## config.mk

```make
export PLATFORM = sky130hd
export DESIGN_NAME = dequantizer_mt
export DESIGN_NICKNAME = d
export VERILOG_FILES = /design/src/rtl/dequantizer_mt.sv
export SDC_FILE = /design/constraint.sdc
export NUM_CORES = 2
export LEC_CHECK = 0
export CORE_MARGIN = 5
export CORE_UTILIZATION = 64
export DETAILED_ROUTE_END_ITERATION = 6
export PLACE_DENSITY = 0.9
export SETUP_SLACK_MARGIN = 0.1
export SYNTH_ARGS = -nofsm -noshare
export SYNTH_HDL_FRONTEND = slang
export SYNTH_SLANG_ARGS = --single-unit
```

## constraint.sdc

```tcl
create_clock -name clk_i -period 7.4 [get_ports clk_i]
set_input_delay 1.48 -clock clk_i [delete_from_list [all_inputs] [get_ports clk_i]]
set_output_delay 1.48 -clock clk_i [all_outputs]
set_load 0.02 [all_outputs]
```

## src/rtl/dequantizer_mt.sv

```systemverilog
// dequantizer_mt
//   Multi-table dequantizer sitting between the zigzag reorder and the IDCT.
//   Each coefficient is multiplied by an entry of one of TBL_NUM run-time
//   loadable quant tables, scaled up by FRAC_BIT bits and saturated to
//   OUT_BIT. Two-stage valid/ready pipeline, one coefficient per cycle.
//
// Ports
//   clk_i, rstn_i            clock, asynchronous active-low reset
//   tbl_yaz_*                table write port (valid/ready, select, row-major
//                            address, value)
//   zig_veri_*, zig_tbl_sec_i, zig_blok_son_i
//                            coefficient input with row/col, table select,
//                            last-of-block marker (valid/ready)
//   idct_veri_*, idct_doyma_o, idct_blok_son_o
//                            dequantized output with row/col, saturation flag,
//                            last-of-block marker (valid/ready)
//   blok_hata_o              sticky: a block ended with a count other than 64
//
// State | meaning
// ------+-----------------------------------------------------------------
// BOSTA | idle between blocks, pipeline empty; table writes allowed
// BLOK  | inside a block; table writes blocked
// BOSALT| last coefficient taken, pipeline draining; next block may start
module dequantizer_mt #(
  parameter int IN_BIT    = 12,
  parameter int TBL_BIT   = 8,
  parameter int TBL_NUM   = 4,
  parameter int OUT_BIT   = 24,
  parameter int FRAC_BIT  = 8,
  parameter int BLOCK_BIT = 3,
  localparam int SEL_BIT  = (TBL_NUM > 1) ? $clog2(TBL_NUM) : 1
) (
  input  logic                 clk_i,
  input  logic                 rstn_i,
  input  logic                 tbl_yaz_gecerli_i,
  input  logic [SEL_BIT-1:0]   tbl_yaz_sec_i,
  input  logic [5:0]           tbl_yaz_adr_i,
  input  logic [TBL_BIT-1:0]   tbl_yaz_veri_i,
  output logic                 tbl_yaz_hazir_o,
  input  logic [IN_BIT-1:0]    zig_veri_i,
  input  logic [BLOCK_BIT-1:0] zig_veri_row_i,
  input  logic [BLOCK_BIT-1:0] zig_veri_col_i,
  input  logic [SEL_BIT-1:0]   zig_tbl_sec_i,
  input  logic                 zig_veri_gecerli_i,
  input  logic                 zig_blok_son_i,
  output logic                 zig_veri_hazir_o,
  output logic [OUT_BIT-1:0]   idct_veri_o,
  output logic [BLOCK_BIT-1:0] idct_veri_row_o,
  output logic [BLOCK_BIT-1:0] idct_veri_col_o,
  output logic                 idct_doyma_o,
  output logic                 idct_veri_gecerli_o,
  output logic                 idct_blok_son_o,
  input  logic                 idct_veri_hazir_i,
  output logic                 blok_hata_o
);

  localparam logic [1:0] BOSTA  = 2'd0;
  localparam logic [1:0] BLOK   = 2'd1;
  localparam logic [1:0] BOSALT = 2'd2;

  localparam int PROD_BIT = IN_BIT + TBL_BIT + 1;
  localparam int SHF_BIT  = PROD_BIT + FRAC_BIT;
  // one spare bit so the clamp compare never sees a wrapped value
  localparam int WIDE_BIT = ((SHF_BIT > OUT_BIT) ? SHF_BIT : OUT_BIT) + 1;

  localparam logic signed [WIDE_BIT-1:0] MAXV = WIDE_BIT'((64'sd1 <<< (OUT_BIT-1)) - 64'sd1);
  localparam logic signed [WIDE_BIT-1:0] MINV = WIDE_BIT'(-(64'sd1 <<< (OUT_BIT-1)));

  // JPEG Annex K luminance table, row-major
  localparam logic [7:0] LUMA [64] = '{
    8'd16, 8'd11, 8'd10, 8'd16, 8'd24,  8'd40,  8'd51,  8'd61,
    8'd12, 8'd12, 8'd14, 8'd19, 8'd26,  8'd58,  8'd60,  8'd55,
    8'd14, 8'd13, 8'd16, 8'd24, 8'd40,  8'd57,  8'd69,  8'd56,
    8'd14, 8'd17, 8'd22, 8'd29, 8'd51,  8'd87,  8'd80,  8'd62,
    8'd18, 8'd22, 8'd37, 8'd56, 8'd68,  8'd109, 8'd103, 8'd77,
    8'd24, 8'd35, 8'd55, 8'd64, 8'd81,  8'd104, 8'd113, 8'd92,
    8'd49, 8'd64, 8'd78, 8'd87, 8'd103, 8'd121, 8'd120, 8'd101,
    8'd72, 8'd92, 8'd95, 8'd98, 8'd112, 8'd100, 8'd103, 8'd99
  };

  // out-of-range selects fall back to table 0
  function automatic logic [SEL_BIT-1:0] sel_fix(input logic [SEL_BIT-1:0] s);
    return (32'(s) >= TBL_NUM) ? '0 : s;
  endfunction

  logic [TBL_BIT-1:0] tbl_q [TBL_NUM][64];

  logic [1:0]   fsm_q, fsm_d;
  logic [6:0]   cnt_q, cnt_d;
  logic         hata_q, hata_d;

  logic                 s1_vld_q;
  logic [IN_BIT-1:0]    s1_coef_q;
  logic [BLOCK_BIT-1:0] s1_row_q, s1_col_q;
  logic                 s1_son_q;
  logic [TBL_BIT-1:0]   s1_ent_q;

  logic                 s2_vld_q;
  logic [OUT_BIT-1:0]   s2_data_q;
  logic [BLOCK_BIT-1:0] s2_row_q, s2_col_q;
  logic                 s2_son_q;
  logic                 s2_sat_q;

  logic s2_can, s1_can, pipe_empty, tbl_wr, zig_acc;
  logic [5:0]         rd_adr;
  logic [TBL_BIT-1:0] rd_ent;

  logic signed [PROD_BIT-1:0] prod;
  logic signed [WIDE_BIT-1:0] scaled;
  logic                       sat_hi, sat_lo;
  logic [OUT_BIT-1:0]         res;

  assign s2_can     = !s2_vld_q || idct_veri_hazir_i;
  assign s1_can     = !s1_vld_q || s2_can;
  assign pipe_empty = !s1_vld_q && !s2_vld_q;

  assign tbl_yaz_hazir_o  = (fsm_q == BOSTA) && pipe_empty;
  assign tbl_wr           = tbl_yaz_gecerli_i && tbl_yaz_hazir_o;
  // a pending table write wins; the coefficient waits one cycle and then
  // sees the freshly written entry
  assign zig_veri_hazir_o = s1_can && !((fsm_q == BOSTA) && tbl_wr);
  assign zig_acc          = zig_veri_gecerli_i && zig_veri_hazir_o;

  assign rd_adr = {zig_veri_row_i, zig_veri_col_i};
  assign rd_ent = tbl_q[sel_fix(zig_tbl_sec_i)][rd_adr];

  always_comb begin
    prod   = PROD_BIT'(signed'(s1_coef_q)) * PROD_BIT'(signed'({1'b0, s1_ent_q}));
    scaled = WIDE_BIT'(prod) <<< FRAC_BIT;
    sat_hi = scaled > MAXV;
    sat_lo = scaled < MINV;
    if (sat_hi)      res = MAXV[OUT_BIT-1:0];
    else if (sat_lo) res = MINV[OUT_BIT-1:0];
    else             res = scaled[OUT_BIT-1:0];
  end

  always_comb begin
    fsm_d = fsm_q;
    case (fsm_q)
      BOSTA:   if (zig_acc) fsm_d = zig_blok_son_i ? BOSALT : BLOK;
      BLOK:    if (zig_acc && zig_blok_son_i) fsm_d = BOSALT;
      BOSALT: begin
        if (zig_acc)         fsm_d = zig_blok_son_i ? BOSALT : BLOK;
        else if (pipe_empty) fsm_d = BOSTA;
      end
      default: fsm_d = BOSTA;
    endcase
  end

  always_comb begin
    cnt_d  = cnt_q;
    hata_d = hata_q;
    if (zig_acc) begin
      if (zig_blok_son_i) begin
        cnt_d = '0;
        if (cnt_q + 7'd1 != 7'd64) hata_d = 1'b1;
      end else begin
        cnt_d = cnt_q + 7'd1;
      end
    end
  end

  always_ff @(posedge clk_i or negedge rstn_i) begin
    if (!rstn_i) begin
      for (int t = 0; t < TBL_NUM; t++)
        for (int i = 0; i < 64; i++)
          tbl_q[t][i] <= (t == 0) ? TBL_BIT'(LUMA[i]) : TBL_BIT'(1);
    end else if (tbl_wr) begin
      // a zero entry would wipe the coefficient, store 1 instead
      tbl_q[sel_fix(tbl_yaz_sec_i)][tbl_yaz_adr_i] <=
        (tbl_yaz_veri_i == '0) ? TBL_BIT'(1) : tbl_yaz_veri_i;
    end
  end

  always_ff @(posedge clk_i or negedge rstn_i) begin
    if (!rstn_i) begin
      fsm_q  <= BOSTA;
      cnt_q  <= '0;
      hata_q <= 1'b0;
    end else begin
      fsm_q  <= fsm_d;
      cnt_q  <= cnt_d;
      hata_q <= hata_d;
    end
  end

  always_ff @(posedge clk_i or negedge rstn_i) begin
    if (!rstn_i) begin
      s1_vld_q  <= 1'b0;
      s1_coef_q <= '0;
      s1_row_q  <= '0;
      s1_col_q  <= '0;
      s1_son_q  <= 1'b0;
      s1_ent_q  <= '0;
      s2_vld_q  <= 1'b0;
      s2_data_q <= '0;
      s2_row_q  <= '0;
      s2_col_q  <= '0;
      s2_son_q  <= 1'b0;
      s2_sat_q  <= 1'b0;
    end else begin
      if (s1_can) begin
        s1_vld_q <= zig_acc;
        if (zig_acc) begin
          s1_coef_q <= zig_veri_i;
          s1_row_q  <= zig_veri_row_i;
          s1_col_q  <= zig_veri_col_i;
          s1_son_q  <= zig_blok_son_i;
          s1_ent_q  <= rd_ent;
        end
      end
      if (s2_can) begin
        s2_vld_q <= s1_vld_q;
        if (s1_vld_q) begin
          s2_data_q <= res;
          s2_row_q  <= s1_row_q;
          s2_col_q  <= s1_col_q;
          s2_son_q  <= s1_son_q;
          s2_sat_q  <= sat_hi || sat_lo;
        end
      end
    end
  end

  assign idct_veri_o         = s2_data_q;
  assign idct_veri_row_o     = s2_row_q;
  assign idct_veri_col_o     = s2_col_q;
  assign idct_doyma_o        = s2_sat_q;
  assign idct_veri_gecerli_o = s2_vld_q;
  assign idct_blok_son_o     = s2_son_q;
  assign blok_hata_o         = hata_q;

endmodule

```

### Word-level counts from Yosys, hierarchy flattened

Index checks and enable logic that the tools add are counted.

* bitwise operators: 4
* equality and inequality tests: 6
* multipliers: 1
* reduce and logical (&&, ||, !) cells: 21
* magnitude comparators: 8
* muxes and demuxes: 21
* $add $sub $neg: 1

Operators by type and width (number)
* bitwise mux 2048 bit: 1
* two-way mux 512 bit: 3
* binary-select mux 512 bit (select 2 bit): 1
* demux 512 bit (select 2 bit): 1
* binary-select mux 8 bit (select 6 bit): 1
* demux 8 bit (select 6 bit): 1
* two-way mux 24 bit: 2
* two-way mux 8 bit: 4
* > comparator 29 x 24 -> 1 bit, second input constant: 1
* less-than comparator 29 x 24 -> 1 bit, second input constant: 1
* multiplier 12 x 9 -> 21 bit: 1
* >= comparator 7 bit, second input constant: 2
* NOT 6 -> 7 bit: 2
* two-way mux 2 bit: 5
* logical AND 1 bit: 9
* zero test 8 bit: 1
* adder 7 x 1 -> 7 bit, second input constant: 1
* less-than comparator 7 x 1 -> 1 bit, second input constant: 1
* two-way mux 7 bit: 1
* != test 7 bit, second input constant: 1
* >= comparator 3 bit, second input constant: 2
* NOT 2 -> 3 bit: 2
* one-hot mux 2 bit (3 select lines): 1
* AND reduction 3 bit: 2
* other kinds (9): 15

* logic and storage cells: 333
* bits in registers: 2119
* output and inout port bits: 36
* bits of input ports: 42

### Longest topological paths before layout

* depth in word-level cells: 11
* gate-level depth with buffers: 22

### Worst setup path before layout

No wires, ideal clock.

* path kind: reg2reg
* from: reg s1_ent_q[0]
* to: reg s2_data_q[10], in the netlist idct_veri_o[10]
* buffers on the path: 3
* slack: 2.138 ns
* library setup time: 0.090 ns
* period minus slack after synthesis: 5.262 ns
* required time: 7.310 ns
* cell stages (with the launch flop): 19
* arrival: 5.171 ns
* cells stage by stage: dfrtp_1 -> clkbuf_1 -> nand2_1 -> fa_1 -> fa_1 -> inv_1 -> fa_1 -> inv_1 -> fa_1 -> inv_1 -> ha_1 -> buf_2 -> a21oi_1 -> nand4_1 -> o21ai_0 -> mux2i_1 -> clkbuf_1 -> a21oi_1 -> o221ai_1

* cells in the longest elaborated chain, start to end: 4
* elaborated cells between the ends (all ways): 5
* classes of those cells: mul (1); order compare (2); mux (2)

Ends and longest elaborated chain
* start: declaration: RTL line 96 `logic [TBL_BIT-1:0] s1_ent_q;`
* start signal: assignment: RTL line 209 `s1_ent_q <= rd_ent;`
* multiplier 12 x 9 -> 21 bit (*): RTL line 128 `prod = PROD_BIT'(signed'(s1_coef_q)) * PROD_BIT'(signed'({1'b0, s1_ent_q}));`
* less-than comparator 29 x 24 -> 1 bit: RTL line 131 `sat_lo = scaled < MINV;`
* two-way mux 24 bit: RTL line 133 `else if (sat_lo) res = MINV[OUT_BIT-1:0];`
* two-way mux 24 bit (*): RTL line 132 `if (sat_hi) res = MAXV[OUT_BIT-1:0];`
* end signal: assignment: RTL line 215 `s2_data_q <= res;`
* end: declaration: RTL line 99 `logic [OUT_BIT-1:0] s2_data_q;`

Every way passes the cells marked *; elsewhere a longest branch is shown, timed or not.
A chain may end at the register's enable or synchronous reset.

### Worst setup path after layout

* from: reg s1_ent_q[0]
* to: reg s2_data_q[16], in the netlist idct_veri_o[16]

Same word-level chain as after synthesis.

==> results.py <==
metrics = {
    "outcome": {
        "status": "finished clean",
    },
    "synthesis": {
        "netlist_instances": 6838,
        "postSynth.asyncResetShare_pct": 100,
        "syn_area_um2": 99700,
        "syn_area_per_cell_um2": 14.6,
        "ys.flop_type": "dfrtp_1",
        "yosysSeqAreaShare_pct": 53.5,
        "synth_nets": 7001,
        "synth_edf_count": 0,
        "yosys_warnings": 0,
        "ys_seq_elements": 2112,
        "yosysUniqueCellTypes": 64,
    },
    "global_route": {
        "grt_overflow_total": 0,
        "grt_pass1_vias": 66400,
        "grt_usage_pct": 31.8,
        "antenna_found_initial": 11,
        "grt_pass1_wl_um": 402000,
        "grt_start_max_net_pins": 202,
    },
    "job": {
        "maxCapViolCount": 0,
    },
    "floorplanning": {
        "io_pins": 78,
        "core_area_um2": 154000,
        "die_w_um": 405,
        "initial_core_util_pct": 64.6,
        "rows": 144,
        "dieArea_um2": 164000,
        "die_h_um": 405,
    },
    "detailed_routing": {
        "vias": 62000,
        "drc": 0,
        "detail_route.wl_per_cell_um": 28.8,
        "routed_wl_um": 258000,
        "drt_first_pass_iters": 5,
        "viasPerCell": 6.93,
        "drtIter0Drc": 6303,
        "drtAntennaViolNets": 0,
    },
    "critical_path": {
        "start_kind": "flop",
        "cp_data_arrival_time_ns": 7.44,
        "cp_num_buf_inv": 3,
        "crit_path_max_incr_delay_ns": 0.85,
        "critPathRequiredTime_ns": 8.09,
        "critPathMaxFanout": 16,
        "worst-setup-path-type": "flop to flop",
        "crit_path_end_kind": "flop",
        "cp_top_family": "adder cells",
        "crit_chain": "nand2_1, fa_1, inv_1, fa_1, fa_1, inv_1, fa_1, inv_1, ha_1, a2111oi_0, o21ai_1, a41oi_2, mux2i_1, o21ai_1, o41ai_4, o211ai_1",
        "path_common_cell": "fa_1",
        "crit_path_top_delay_cell": "mux2i_1",
    },
    "timing": {
        "finalCriticalPeriod_ns": 6.75,
        "rsz0062_at_grt": "false",
        "timing.final.hold_violations": 0,
        "worst_pin_slew_ns": 1.46,
        "fmax_ghz": 0.148,
        "fin_skew_ns": 0.0643,
        "timing.final.crit_share_pct": 91.2,
        "setup_tns_ns": 0,
        "slew-limit-headroom_pct": 2.13,
        "maxSlewViolCount": 0,
        "setup_viol": 0,
    },
    "placed_design": {
        "placed_cell_area_um2": 102000,
        "gp_congestion": 0.874,
        "port_buffers": 77,
        "dp_hpwl_um": 154000,
    },
    "cts": {
        "insertion_delay_ns": 0.86,
        "cts.sinks": 2112,
        "root_buffer": "clkbuf_16",
        "holdBufCountCts": 0,
        "cts_setup_buffers": 0,
        "htree_levels": 4,
        "cts_resized": 0,
        "clockBufferDepth": 3,
        "numCtsBuffers": 204,
        "clkTransAtPathRegs_ns": 0.07,
        "cts_tree": "yes",
    },
    "finish": {
        "num-nets-final": 6882,
        "drive_above_1_share_pct": 48.4,
        "fillers": 8853,
        "final_design_area_no_fill_um2": 109000,
        "final_util_pct": 70.7,
        "multi_input_area_um2": 43900,
        "syn_to_final_growth_pct": 9.56,
        "seq_area_um2": 53400,
    },
    "pwr": {
        "p_leak_nw": 50.6,
        "power_mw": 25.5,
        "power.density_nw_per_um2": 234,
        "ir_drop_mv": 0.264,
    },
    "min_path": {
        "worstHoldPathType": "flop to flop",
    },
}
[final cells by class]
type                       count  share of cell area [%]
sequential                  2112                    48.8
clock buffer                 326                    5.64
antenna                        3                 0.00687
clock inverter                62                   0.818
inverter                     125                   0.430
multi-input combinational   4099                    40.2
timing repair buffer         177                    1.70
tap                         2044                    2.34
[metrics by stage]
| stage | worst slack, ns | instances | hold WS, ns |
|---|---|---|---|
| 6_report | 0.649 | 8948 | 0.457 |
| 5_1_grt | 0.217 | 8945 | 0.479 |
| 4_1_cts | 0.445 | 8945 | 0.464 |
| 3_5_place_dp | 0.432 | 8557 | 0.451 |
| 3_3_place_gp | 0.673 | 8557 | 0.447 |
| 2_1_floorplan | 2.14 | 6838 | 0.439 |
[per-layer routing]
metal	track usage, %	part of all wire [%]	vias to the layer above
met5	0	0.021	-
met2	49.4	47	3251
met4	15.5	5.3	8
li1	-	-	24900
met3	9.27	9.9	824
met1	41.9	37	33000
[state kept, by name, summed over array words and instances, names as in the netlist]
name and cells:
tbl_q 2048, idct_veri_o 17, s1_coef_q 12, s1_ent_q 8, cnt_q 7, idct_veri_col_o 3
idct_veri_row_o 3, s1_col_q 3, s1_row_q 3, fsm_q 2, blok_hata_o 1, idct_blok_son_o 1
idct_doyma_o 1, idct_veri_gecerli_o 1, s1_son_q 1, s1_vld_q 1
[cell usage after synthesis (all sizes together), types with 4 or more instances]
master  number  area, um2
clkbuf     379       1430
o21a         4       30.0
a21oi      203       1020
a22oi       42        315
a32oi        9       78.8
and2        55        344
a211oi      11       82.6
o221ai       5       43.8
inv        125        469
mux2i       26        260
nor2b        5       31.3
and3         7       43.8
nor3b        7       52.6
fa          78       1560
nand2b      21        131
nor4         8       65.1
buf        123        661
o21ai      141        706
nand4       14       87.6
nand3       58        290
and3b        4       35.0
a221oi      89        780
nor2       378       2180
mux2      1792      20200
or2          7       43.8
dfstp      400      10500
a21o         9       67.6
nor3        29        230
xor2         6       52.6
xnor2       15        131
o22ai       26        163
dfrtp     1712      42800
a22o       112        981
mux4       520      11700
ha          43        538
nand2      340       1280
o211ai      13       97.6
[cell families (layout without fill, tap and decap cells)]
group | count (synthesis) | in the layout | synth area share [%]
buffers and inverters | 627 | 690 | 2.56
AND/OR/NAND/NOR | 942 | 942 | 4.89
flip-flops | 2112 | 2112 | 53.5
AO/OA/AOI/OAI | 677 | 677 | 4.50
other | 0 | 3 | 0
XOR/XNOR | 21 | 21 | 0.184
multiplexers | 2338 | 2338 | 32.2
adder cells (fa/ha/maj) | 121 | 121 | 2.11
[power by group]
part / internal, mW / switching, mW / leakage (nW)
clock: 6.25 / 4.61 / 3.45
sequential: 11.8 / 0.190 / 27.9
combinational: 0.955 / 1.72 / 19.3
total: 19.0 / 6.52 / 50.6
[layout by cell type, fill, tap and decap left out, types with 65 or more instances in the layout]
| cell type | netlist | final |
|---|---|---|
| nor2_2 | 119 | 120 |
| nand2_1 | 340 | 339 |
| buf_4 | 18 | 77 |
| fa_1 | 78 | 78 |
| inv_1 | 125 | 125 |
| nor2_1 | 221 | 218 |
| o21ai_0 | 139 | 139 |
| dfrtp_1 | 1712 | 1712 |
| dfstp_2 | 400 | 400 |
| clkbuf_16 | 0 | 206 |
| a221oi_1 | 89 | 89 |
| clkbuf_1 | 377 | 65 |
| clkdlybuf4s50_1 | 0 | 66 |
| mux2_2 | 1782 | 1782 |
| a22o_1 | 112 | 112 |
| mux4_2 | 520 | 520 |
| a21oi_1 | 203 | 202 |
[path summary, 6_finish.rpt]
check                                        start                     endpoint  cells past startpoint  slack (ns)
setup / recovery           s1_ent_q[0]$_DFFE_PN0P_  idct_veri_o[16]$_DFFE_PN0P_                     16        0.65
hold / removal             blok_hata_o$_DFFE_PN0P_      blok_hata_o$_DFFE_PN0P_                      1        0.46
setup reg to reg           s1_ent_q[0]$_DFFE_PN0P_  idct_veri_o[16]$_DFFE_PN0P_                     16        0.65
hold reg to reg            blok_hata_o$_DFFE_PN0P_      blok_hata_o$_DFFE_PN0P_                      1        0.46
max in group asynchronous                   rstn_i      tbl_q[1290]$_DFFE_PN0P_                      3        4.73
min in group asynchronous                   rstn_i      tbl_q[1592]$_DFFE_PN0P_                      1        0.66
[worst register-to-register path: cells and delay by family (launching register included)]
| family | cells | cell delay, ns |
|---|---|---|
| compound gates | 6 | 2.31 |
| fa+ha+maj | 5 | 2.41 |
| buf+inv | 3 | 0.14 |
| flops | 1 | 0.70 |
| mux | 1 | 0.85 |
| simple gates | 1 | 0.17 |
No activity file was read; power rests on OpenSTA's default activity.
